==> config.mk <==
export PLATFORM = sky130hd
export DESIGN_NAME = sseg_scan_ctrl
export DESIGN_NICKNAME = d
export VERILOG_FILES = /design/src/rtl/sseg_scan_ctrl.sv
export SDC_FILE = /design/constraint.sdc
export NUM_CORES = 1
export LEC_CHECK = 0
export ABC_AREA = 1
export BUFFER_PORTS_ARGS = -buffer_cell sky130_fd_sc_hd__clkbuf_2
export CAP_MARGIN = 20
export CORE_MARGIN = 2
export CORE_UTILIZATION = 54
export DETAILED_ROUTE_END_ITERATION = 8
export PLACE_DENSITY = 0.83
export SLEW_MARGIN = 20
export SYNTH_ARGS = -nofsm -noshare
export SYNTH_HDL_FRONTEND = slang
export SYNTH_SLANG_ARGS = --single-unit
==> constraint.sdc <==
create_clock -name clk -period 2.6 [get_ports clk]
set_clock_uncertainty 0.15 [all_clocks]
set_input_delay 0.52 -clock clk [delete_from_list [all_inputs] [get_ports clk]]
set_output_delay 0.52 -clock clk [all_outputs]
set_load 0.05 [all_outputs]
==> src/rtl/sseg_scan_ctrl.sv <==
`default_nettype none
// ============================================================================
//  Module   : sseg_scan_ctrl
//  Purpose  : Time-multiplexed scan controller for a 4-digit common-anode
//             seven-segment display. It drives one active-low anode at a
//             time with its active-low segment pattern. New content is
//             staged through a load strobe and becomes visible only at a
//             frame boundary, so a frame never shows mixed content.
//  Ports    : clk        - system clock, rising edge
//             rst_n      - asynchronous active-low reset
//             value_i    - display word, nibble k -> digit k (0 = rightmost)
//             dp_i       - decimal-point request per digit (1 = lit)
//             en_i       - digit enable per digit (1 = may light)
//             lzb_i      - leading-zero blanking enable
//             load_i     - 1-cycle strobe capturing the four inputs above
//             load_ack_o - pulse when captured content becomes visible
//             frame_o    - pulse at every frame boundary
//             sseg_o     - active-low segments, bit7 = dp, bits6:0 = g..a
//             anodes     - active-low digit selects
//  Revision : 1.0 - initial release
// ============================================================================
module sseg_scan_ctrl #(
  parameter int DIGIT_CYCLES = 50000,
  parameter int BLANK_CYCLES = 1000,
  parameter bit HEX_EN       = 1'b1
) (
  input  logic        clk,
  input  logic        rst_n,
  input  logic [15:0] value_i,
  input  logic [3:0]  dp_i,
  input  logic [3:0]  en_i,
  input  logic        lzb_i,
  input  logic        load_i,
  output logic        load_ack_o,
  output logic        frame_o,
  output logic [7:0]  sseg_o,
  output logic [3:0]  anodes
);

  localparam int            c_cw      = $clog2(DIGIT_CYCLES);
  localparam logic [c_cw-1:0] c_cnt_max = c_cw'(DIGIT_CYCLES - 1);
  localparam logic [c_cw-1:0] c_blank   = c_cw'(BLANK_CYCLES);

  // Scan position
  logic [c_cw-1:0] r_cnt;
  logic [1:0]      r_idx;

  // Staging (written by load) and display (visible) content
  logic [15:0] r_stg_val;
  logic [3:0]  r_stg_dp;
  logic [3:0]  r_stg_en;
  logic        r_stg_lzb;
  logic        r_pend;

  logic [15:0] r_val;
  logic [3:0]  r_dp;
  logic [3:0]  r_en;
  logic        r_lzb;

  logic            w_cnt_wrap;
  logic            w_boundary;
  logic            w_apply;
  logic [c_cw-1:0] w_cnt_nxt;
  logic [1:0]      w_idx_nxt;
  logic [15:0]     w_val_nxt;
  logic [3:0]      w_dp_nxt;
  logic [3:0]      w_en_nxt;
  logic            w_lzb_nxt;
  logic [3:0]      w_nib;
  logic [3:0]      w_lzblank;
  logic            w_lit;
  logic            w_show;
  logic [6:0]      w_seg7;
  logic [7:0]      w_sseg_nxt;
  logic [3:0]      w_anodes_nxt;

  assign w_cnt_wrap = (r_cnt == c_cnt_max);
  assign w_boundary = w_cnt_wrap && (r_idx == 2'd3);
  assign w_cnt_nxt  = w_cnt_wrap ? '0 : r_cnt + 1'b1;
  assign w_idx_nxt  = w_cnt_wrap ? r_idx + 2'd1 : r_idx;

  // A load on the boundary cycle itself bypasses staging and goes live now.
  assign w_apply   = w_boundary && (r_pend || load_i);
  assign w_val_nxt = w_apply ? (load_i ? value_i : r_stg_val) : r_val;
  assign w_dp_nxt  = w_apply ? (load_i ? dp_i    : r_stg_dp)  : r_dp;
  assign w_en_nxt  = w_apply ? (load_i ? en_i    : r_stg_en)  : r_en;
  assign w_lzb_nxt = w_apply ? (load_i ? lzb_i   : r_stg_lzb) : r_lzb;

  // Outputs are registered from next-state values so that the registered
  // outputs line up with the registered scan position.
  assign w_nib = w_val_nxt[{w_idx_nxt, 2'b00} +: 4];

  // Blanking ripples down from the most significant digit; digit 0 always shows.
  assign w_lzblank[3] = w_lzb_nxt && (w_val_nxt[15:12] == 4'h0);
  assign w_lzblank[2] = w_lzblank[3] && (w_val_nxt[11:8] == 4'h0);
  assign w_lzblank[1] = w_lzblank[2] && (w_val_nxt[7:4] == 4'h0);
  assign w_lzblank[0] = 1'b0;

  assign w_lit  = w_en_nxt[w_idx_nxt] && !w_lzblank[w_idx_nxt];
  assign w_show = (w_cnt_nxt >= c_blank) && w_lit;

  always_comb begin
    w_seg7 = 7'h7F;
    case (w_nib)
      4'h0: w_seg7 = 7'h40;
      4'h1: w_seg7 = 7'h79;
      4'h2: w_seg7 = 7'h24;
      4'h3: w_seg7 = 7'h30;
      4'h4: w_seg7 = 7'h19;
      4'h5: w_seg7 = 7'h12;
      4'h6: w_seg7 = 7'h02;
      4'h7: w_seg7 = 7'h78;
      4'h8: w_seg7 = 7'h00;
      4'h9: w_seg7 = 7'h10;
      4'hA: w_seg7 = HEX_EN ? 7'h08 : 7'h7F;
      4'hB: w_seg7 = HEX_EN ? 7'h03 : 7'h7F;
      4'hC: w_seg7 = HEX_EN ? 7'h46 : 7'h7F;
      4'hD: w_seg7 = HEX_EN ? 7'h21 : 7'h7F;
      4'hE: w_seg7 = HEX_EN ? 7'h06 : 7'h7F;
      4'hF: w_seg7 = HEX_EN ? 7'h0E : 7'h7F;
      default: w_seg7 = 7'h7F;
    endcase
  end

  always_comb begin
    w_sseg_nxt   = 8'hFF;
    w_anodes_nxt = 4'hF;
    if (w_show) begin
      w_sseg_nxt   = {~w_dp_nxt[w_idx_nxt], w_seg7};
      w_anodes_nxt = ~(4'b0001 << w_idx_nxt);
    end
  end

  always_ff @(posedge clk or negedge rst_n) begin
    if (!rst_n) begin
      r_cnt      <= '0;
      r_idx      <= 2'd0;
      r_stg_val  <= 16'h0000;
      r_stg_dp   <= 4'h0;
      r_stg_en   <= 4'h0;
      r_stg_lzb  <= 1'b0;
      r_pend     <= 1'b0;
      r_val      <= 16'h0000;
      r_dp       <= 4'h0;
      r_en       <= 4'h0;
      r_lzb      <= 1'b0;
      anodes     <= 4'hF;
      sseg_o     <= 8'hFF;
      load_ack_o <= 1'b0;
      frame_o    <= 1'b0;
    end else begin
      r_cnt <= w_cnt_nxt;
      r_idx <= w_idx_nxt;

      if (load_i && !w_boundary) begin
        r_stg_val <= value_i;
        r_stg_dp  <= dp_i;
        r_stg_en  <= en_i;
        r_stg_lzb <= lzb_i;
        r_pend    <= 1'b1;
      end else if (w_boundary) begin
        r_pend <= 1'b0;
      end

      r_val <= w_val_nxt;
      r_dp  <= w_dp_nxt;
      r_en  <= w_en_nxt;
      r_lzb <= w_lzb_nxt;

      anodes     <= w_anodes_nxt;
      sseg_o     <= w_sseg_nxt;
      load_ack_o <= w_apply;
      frame_o    <= w_boundary;
    end
  end

endmodule
`default_nettype wire

==> Word-level counts from Yosys, hierarchy flattened <==
Memories as Yosys holds them, arrays and structs flattened.
Cells that the tools add are included.
{ "classes": {"n_addsub": 2, "n_mul": 0, "div": 0, "magnitude_cmp": 2, "eq_ne": 2, "shifts": 2, "mux": 20, "n_bitwise": 2, "reduce_logical": 15} }
{ "ops": {"columns": ["operator", "count"], "rows": [
  ["two-way mux 16 bit", 3],
  ["two-way mux 4 bit", 5],
  ["adder 16 x 1 -> 16 bit (second input constant)", 1],
  ["equality test 16 bit (second input constant)", 1],
  ["greater-or-equal comparator 16 x 10 -> 1 bit (second input constant)", 1],
  ["variable part select 16 x 5 -> 4 bit", 1],
  ["zero test 4 bit", 3],
  ["logical AND 1 bit", 8],
  ["two-way mux 8 bit", 1],
  ["two-way mux 1 bit", 7],
  ["binary-select mux 1 bit (select 2 bit)", 3],
  ["NOT 4 bit", 1],
  ["left shift 1 x 2 -> 4 bit (first input constant)", 1],
  ["less-than comparator 2 x 3 -> 1 bit (second input constant)", 1],
  ["adder 2 x 1 -> 2 bit (second input constant)", 1],
  ["equality test 2 bit (second input constant)", 1],
  ["zero test 1 bit", 2],
  ["two-way mux 2 bit", 1],
  ["nonzero test 2 bit", 1],
  ["logical OR 1 bit", 1],
  ["NOT 1 bit", 1]
]} }
{ "totals": {"ff_bits": 83, "latchBits": 0, "ram_bits": 0, "romBits": 112, "in_bits": 28, "output_inout_bits": 14, "mem_count": 1} }
{ "mem_list": {"columns": ["memory", "words", "word_bits", "read_ports", "rd_clocked_by_memory_dff", "write_ports", "line", "source"], "rows": [
  ["(name not given)", 16, 7, 1, 0, 0, "104", "case (w_nib)"]
]} }

==> Depth between registers and ports, before layout <==
{ "depth": {"depth_word": 14, "mapped_depth": 19} }

==> Least setup slack after synthesis <==
No wires, ideal clock.
{ "synth_timing": {"kind": "input port to flip-flop", "from": "input port load_i", "to": "register sseg_o[3]", "setup_ns": 0.082, "t_arrival_ns": 2.276, "t_required_ns": 2.368, "slack_ns": 0.093, "stages": 17, "path_buffers": 3, "cell_sequence": "buf_2 -> or2_0 -> buf_2 -> nand4_4 -> buf_6 -> inv_2 -> nand2_1 -> nand2_1 -> nand2_1 -> nand2_1 -> nor2_1 -> inv_1 -> ha_1 -> nand2_2 -> nand2_1 -> nand2_1 -> nand3_2"} }
{ "synth_between": {"elab_chain_cells": 13, "elab_cells_between_ends": 24, "cone_classes": "shift: 1; mux: 11; reduce/logical: 11; memory: 1"} }
{ "synth_lines": {"columns": ["item", "line", "source"], "rows": [
  ["start, declared", "33", "input logic load_i,"],
  ["logical OR 1 bit (*)", "83", "assign w_apply = w_boundary && (r_pend || load_i);"],
  ["logical AND 1 bit (*)", "83", null],
  ["via w_apply", "62", "logic w_apply;"],
  ["two-way mux 16 bit (*)", "84", "assign w_val_nxt = w_apply ? (load_i ? value_i : r_stg_val) : r_val;"],
  ["via w_val_nxt[13]", "65", "logic [15:0] w_val_nxt;"],
  ["branches (longest 9 deep; another with memory read (16 x 7 bit))", null, null],
  ["two-way mux 8 bit (*)", "128", "if (w_show) begin"],
  ["via w_sseg_nxt[3]", "74", "logic [7:0] w_sseg_nxt;"],
  ["end signal, assigned", "171", "sseg_o <= w_sseg_nxt;"],
  ["end, declared", "36", "output logic [7:0] sseg_o,"]
]} }
Mark *: on every way through the listed nets, which the timed path passes. The select of a mux whose other input is x is not followed.
A chain may end at the register's enable or synchronous reset.

==> Final worst setup path <==
{ "layout_timing": {"from": "register r_cnt[12]", "to": "register sseg_o[2]"} }
{ "layout_between": {"elab_chain_cells": 14, "elab_cells_between_ends": 26, "cone_classes": "add/sub: 1; order compare: 1; eq/ne: 1; shift: 1; mux: 10; reduce/logical: 11; memory: 1"} }
{ "layout_lines": {"columns": ["item", "line", "source"], "rows": [
  ["start, declared", "45", "logic [c_cw-1:0] r_cnt;"],
  ["start signal, assigned", "152", "r_cnt <= w_cnt_nxt;"],
  ["equality test 16 bit (*)", "77", "assign w_cnt_wrap = (r_cnt == c_cnt_max);"],
  ["logical AND 1 bit (*)", "78", "assign w_boundary = w_cnt_wrap && (r_idx == 2'd3);"],
  ["logical AND 1 bit (*)", "83", null],
  ["two-way mux 16 bit (*)", "84", null],
  ["via w_val_nxt[13]", "65", null],
  ["branches (longest 9 deep; another with memory read (16 x 7 bit))", null, null],
  ["two-way mux 8 bit (*)", "128", null],
  ["via w_sseg_nxt[2]", "74", null]
]} }
Marked as above.

==> metrics <==
final setup fails 0; Post-Syn Instances around 580; outcome finished, violations left; CP arrival 2.69 ns; Slew headroom 62.9%; TritonCTS buffer count 9; layout cell share with drive strength beyond 1 32.0%; worst min path class input pin to async pin; Comb pwr share under 10%; DRT iter0 DRCs between 200 and 300; PnR worst setup slack between 0.04 and 0.05 ns; first-pass GRT wire length roughly 17,000 um; Max Fclk about 0.39 GHz; DRC errors left 0; PD cells approximately 450 nW/um2; min Tclk post-route approximately 2.6 ns; CTS Root Cell clkbuf_8; Final Wtd Congestion about 0.91; CP Launch Type register; Die X 95.9 um; hpwl dp roughly 7300 um; Setup TNS 0 ns; failing checks hold timing; antenna-violating nets left 0; Hold Fails Final Rpt 5; core area slightly above 8000 um2; sequential share of power between 50 and 60%; antenna violations before repair 0; CP max FO 7; Initial Util a little under three fifths; Max-Cap Viols 0; cell row count 33; die area slightly above 9000 um2; CTS H-tree lvls 3; filler cell count roughly 630; Final nets 700; largest net degree at the start of global routing 44; syn_area_per_cell around 8 um2; Crit Path Class register to register; sw frac ~23%; Clock Power Share between 40% and 50%; Power Internal around 1.9 mW; Via Count approximately 4.1k; clock latency on the worst-skew pair ~0.36 ns; global route overflow 0; Die Y-Extent about 96 um; Sink Count 83; prevailing post-synth register cell dfrtp_1; fin. max-slew vios 0; fraction of registers with async set/reset 100%; num ports 42; antenna cells 0; Syn Nets around 610; P_sw 0.580 mW; vias in the first global route ~3.9k; final hold slack -0.00400 ns; Via density 5.29; distinct cell type count after synthesis 34; period utilization a little over nine tenths; Worst-path clk slew roughly 0.08 ns; RSZ-0062 raised after global routing true; Placed Cells approximately 730; synthesis warning total 0; area grow syn2layout 22.7%; Worst VDD drop around 0.00033 V; Seq cells post-synth just over 80; pre-CTS WS -0.0925 ns; Pre-antenna DRT Iters 6; worst slew pin tran about 0.56 ns; Crit. End Element register; Finished Layout Cells ~770; sequential area share after synthesis 45.9%; IO Port Bufs 41; Req. time, crit path ~2.7 ns; P_leak 2.89 nW; clk buf depth 2; CTS tree yes; final wirelength between 10,000 and 15,000 um; wire length per cell between 10 and 15 um; synthesized cell area 4560 um2; Overall Global Routing Usage 24.1%; post-layout util about two thirds; EDFF count, synth 0
==> synth_stat cells, types with 2 or more instances <==
library cell,count,area share (%)
dfrtp_1,71,39
dfstp_2,12,6.9
xor2_1,4,0.77
o21ai_0,47,5.2
o21ai_2,4,0.77
buf_2,6,0.66
nand3_2,6,1.3
nand2_1,193,16
nand2_4,6,1.5
nor2_1,27,2.2
o21ai_1,2,0.22
inv_2,6,0.49
nand4_1,13,1.8
mux2_2,7,1.7
nor3_1,7,0.77
nor2_2,6,0.82
nor2_4,9,2.2
inv_1,74,6.1
buf_6,3,0.74
clkbuf_1,7,0.58
ha_1,7,1.9
o21a_1,2,0.33
nand3_1,34,3.7
nand2_2,16,2.2
==> what timing repair did <==
| action | 4_1_cts | 5_1_grt |
|---|---|---|
| buffers inserted | 7 | 19 |
| cloned | 0 | 0 |
| gates resized for setup | 3 | 51 |
| setup endpoints to repair | 11 | 11 |
| hold buffers | 0 | 0 |
| pin swaps | 2 | 22 |
==> layer usage <==
metal	routed length, um	share of wire [%]	up-vias	GRT usage (%)
li1	-	-	1982	-
met2	5330	49	145	38.5
met3	625	5.7	24	4.07
met5	0	0	-	0
met4	240	2.2	0	10.8
met1	4680	43	1944	32.4
==> power by group through the flow <==
| stage | clock, mW | sequential (mW) | combinational (mW) |
|---|---|---|---|
| 6_report | 1.00 | 1.34 | 0.155 |
| 5_1_grt | 1.06 | 1.35 | 0.179 |
| 4_1_cts | 1.02 | 1.34 | 0.158 |
| 3_5_place_dp | 0 | 1.37 | 0.157 |
| 3_3_place_gp | 0 | 1.37 | 0.152 |
| 2_1_floorplan | 0 | 1.36 | 0.0793 |
==> sequential cells by signal (all words and copies together), names as in the netlist <==
name and flops:
load_ack_o 1, r_val 16, r_idx 2, r_dp 4, r_pend 1, r_stg_en 4
r_lzb 1, anodes 4, r_cnt 16, sseg_o 8, r_en 4, r_stg_dp 4
frame_o 1, r_stg_val 16, r_stg_lzb 1
==> placed cells by master, fill, tap and decap left out, types with 3 or more instances in the layout <==
cell and n:
dfrtp_1 69, buf_6 7, nor2_4 14, buf_4 42
clkbuf_2 40, nand3_2 5, o21ai_0 47, nand4_1 13
inv_1 71, nand2_4 6, mux2_2 7, nand3_1 34
clkbuf_8 9, nor3_1 7, ha_4 4, nor2_1 22
clkinv_2 3, inv_2 7, nand2_2 32, o21ai_2 5
xor2_1 4, nand2_1 177, nor2_2 6, dfstp_2 12
==> worst max-delay path, cell delays in order (launching register included) <==
cell and delay [ns]:
dfrtp_2 0.46, nor2_4 0.14, nand3_4 0.10, nor2_4 0.20, nand4_4 0.18, buf_6 0.19, nand2_2 0.08, nand2_2 0.07
nand2_2 0.06, nand2_2 0.06, nor2_4 0.18, buf_6 0.13, ha_4 0.13, inv_1 0.05, nand2_1 0.08, nand2_1 0.06
nand2_1 0.10, nand2_2 0.05
==> layout make-up <==
| class | instances | area [um2] | area share (%) |
|---|---|---|---|
| inverter | 82 | 314 | 5.61 |
| sequential | 83 | 2090 | 37.4 |
| tap | 105 | 131 | 2.35 |
| timing repair buffer | 91 | 634 | 11.3 |
| clock inverter | 5 | 78.8 | 1.41 |
| multi-input combinational | 398 | 2220 | 39.6 |
| clock buffer | 10 | 128 | 2.28 |
==> metrics by stage <==
| step | instance area (um2) | total power, mW | hold WS [ns] |
|---|---|---|---|
| floorplan | 4560 | 1.44 | 0.0744 |
| global placement | 5020 | 1.52 | 0.290 |
| detailed placement | 5020 | 1.53 | 0.305 |
| CTS | 5290 | 2.52 | 0.00518 |
| global route | 5600 | 2.59 | 0.0428 |
| finish | 5600 | 2.50 | -0.00400 |
==> kinds of logic (layout without fill, tap and decap cells) <==
family	after synthesis	after routing	share of synthesized area, %
fa+ha+maj	7	7	1.92
flops	83	83	45.9
buf+inv	98	188	8.75
simple gates	322	322	34.1
mux	7	7	1.73
xor+xnor	4	4	0.768
compound gates	58	58	6.91
==> final timing paths <==
kind	cells past startpoint	slack (ns)	startpoint	endpoint
worst max register to register	17	0.04	r_cnt[12]	sseg_o[2]
worst min register to register	2	0.33	r_en[1]	r_en[1]
worst max-delay path	17	0.04	r_cnt[12]	sseg_o[2]
worst min-delay path	1	-0.004	rst_n	r_cnt[15]
min in group clk	3	0.26	en_i[1]	r_stg_en[1]
max in group asynchronous	2	1.63	rst_n	sseg_o[1]
Note: power is estimated with default switching activity, not from simulation.
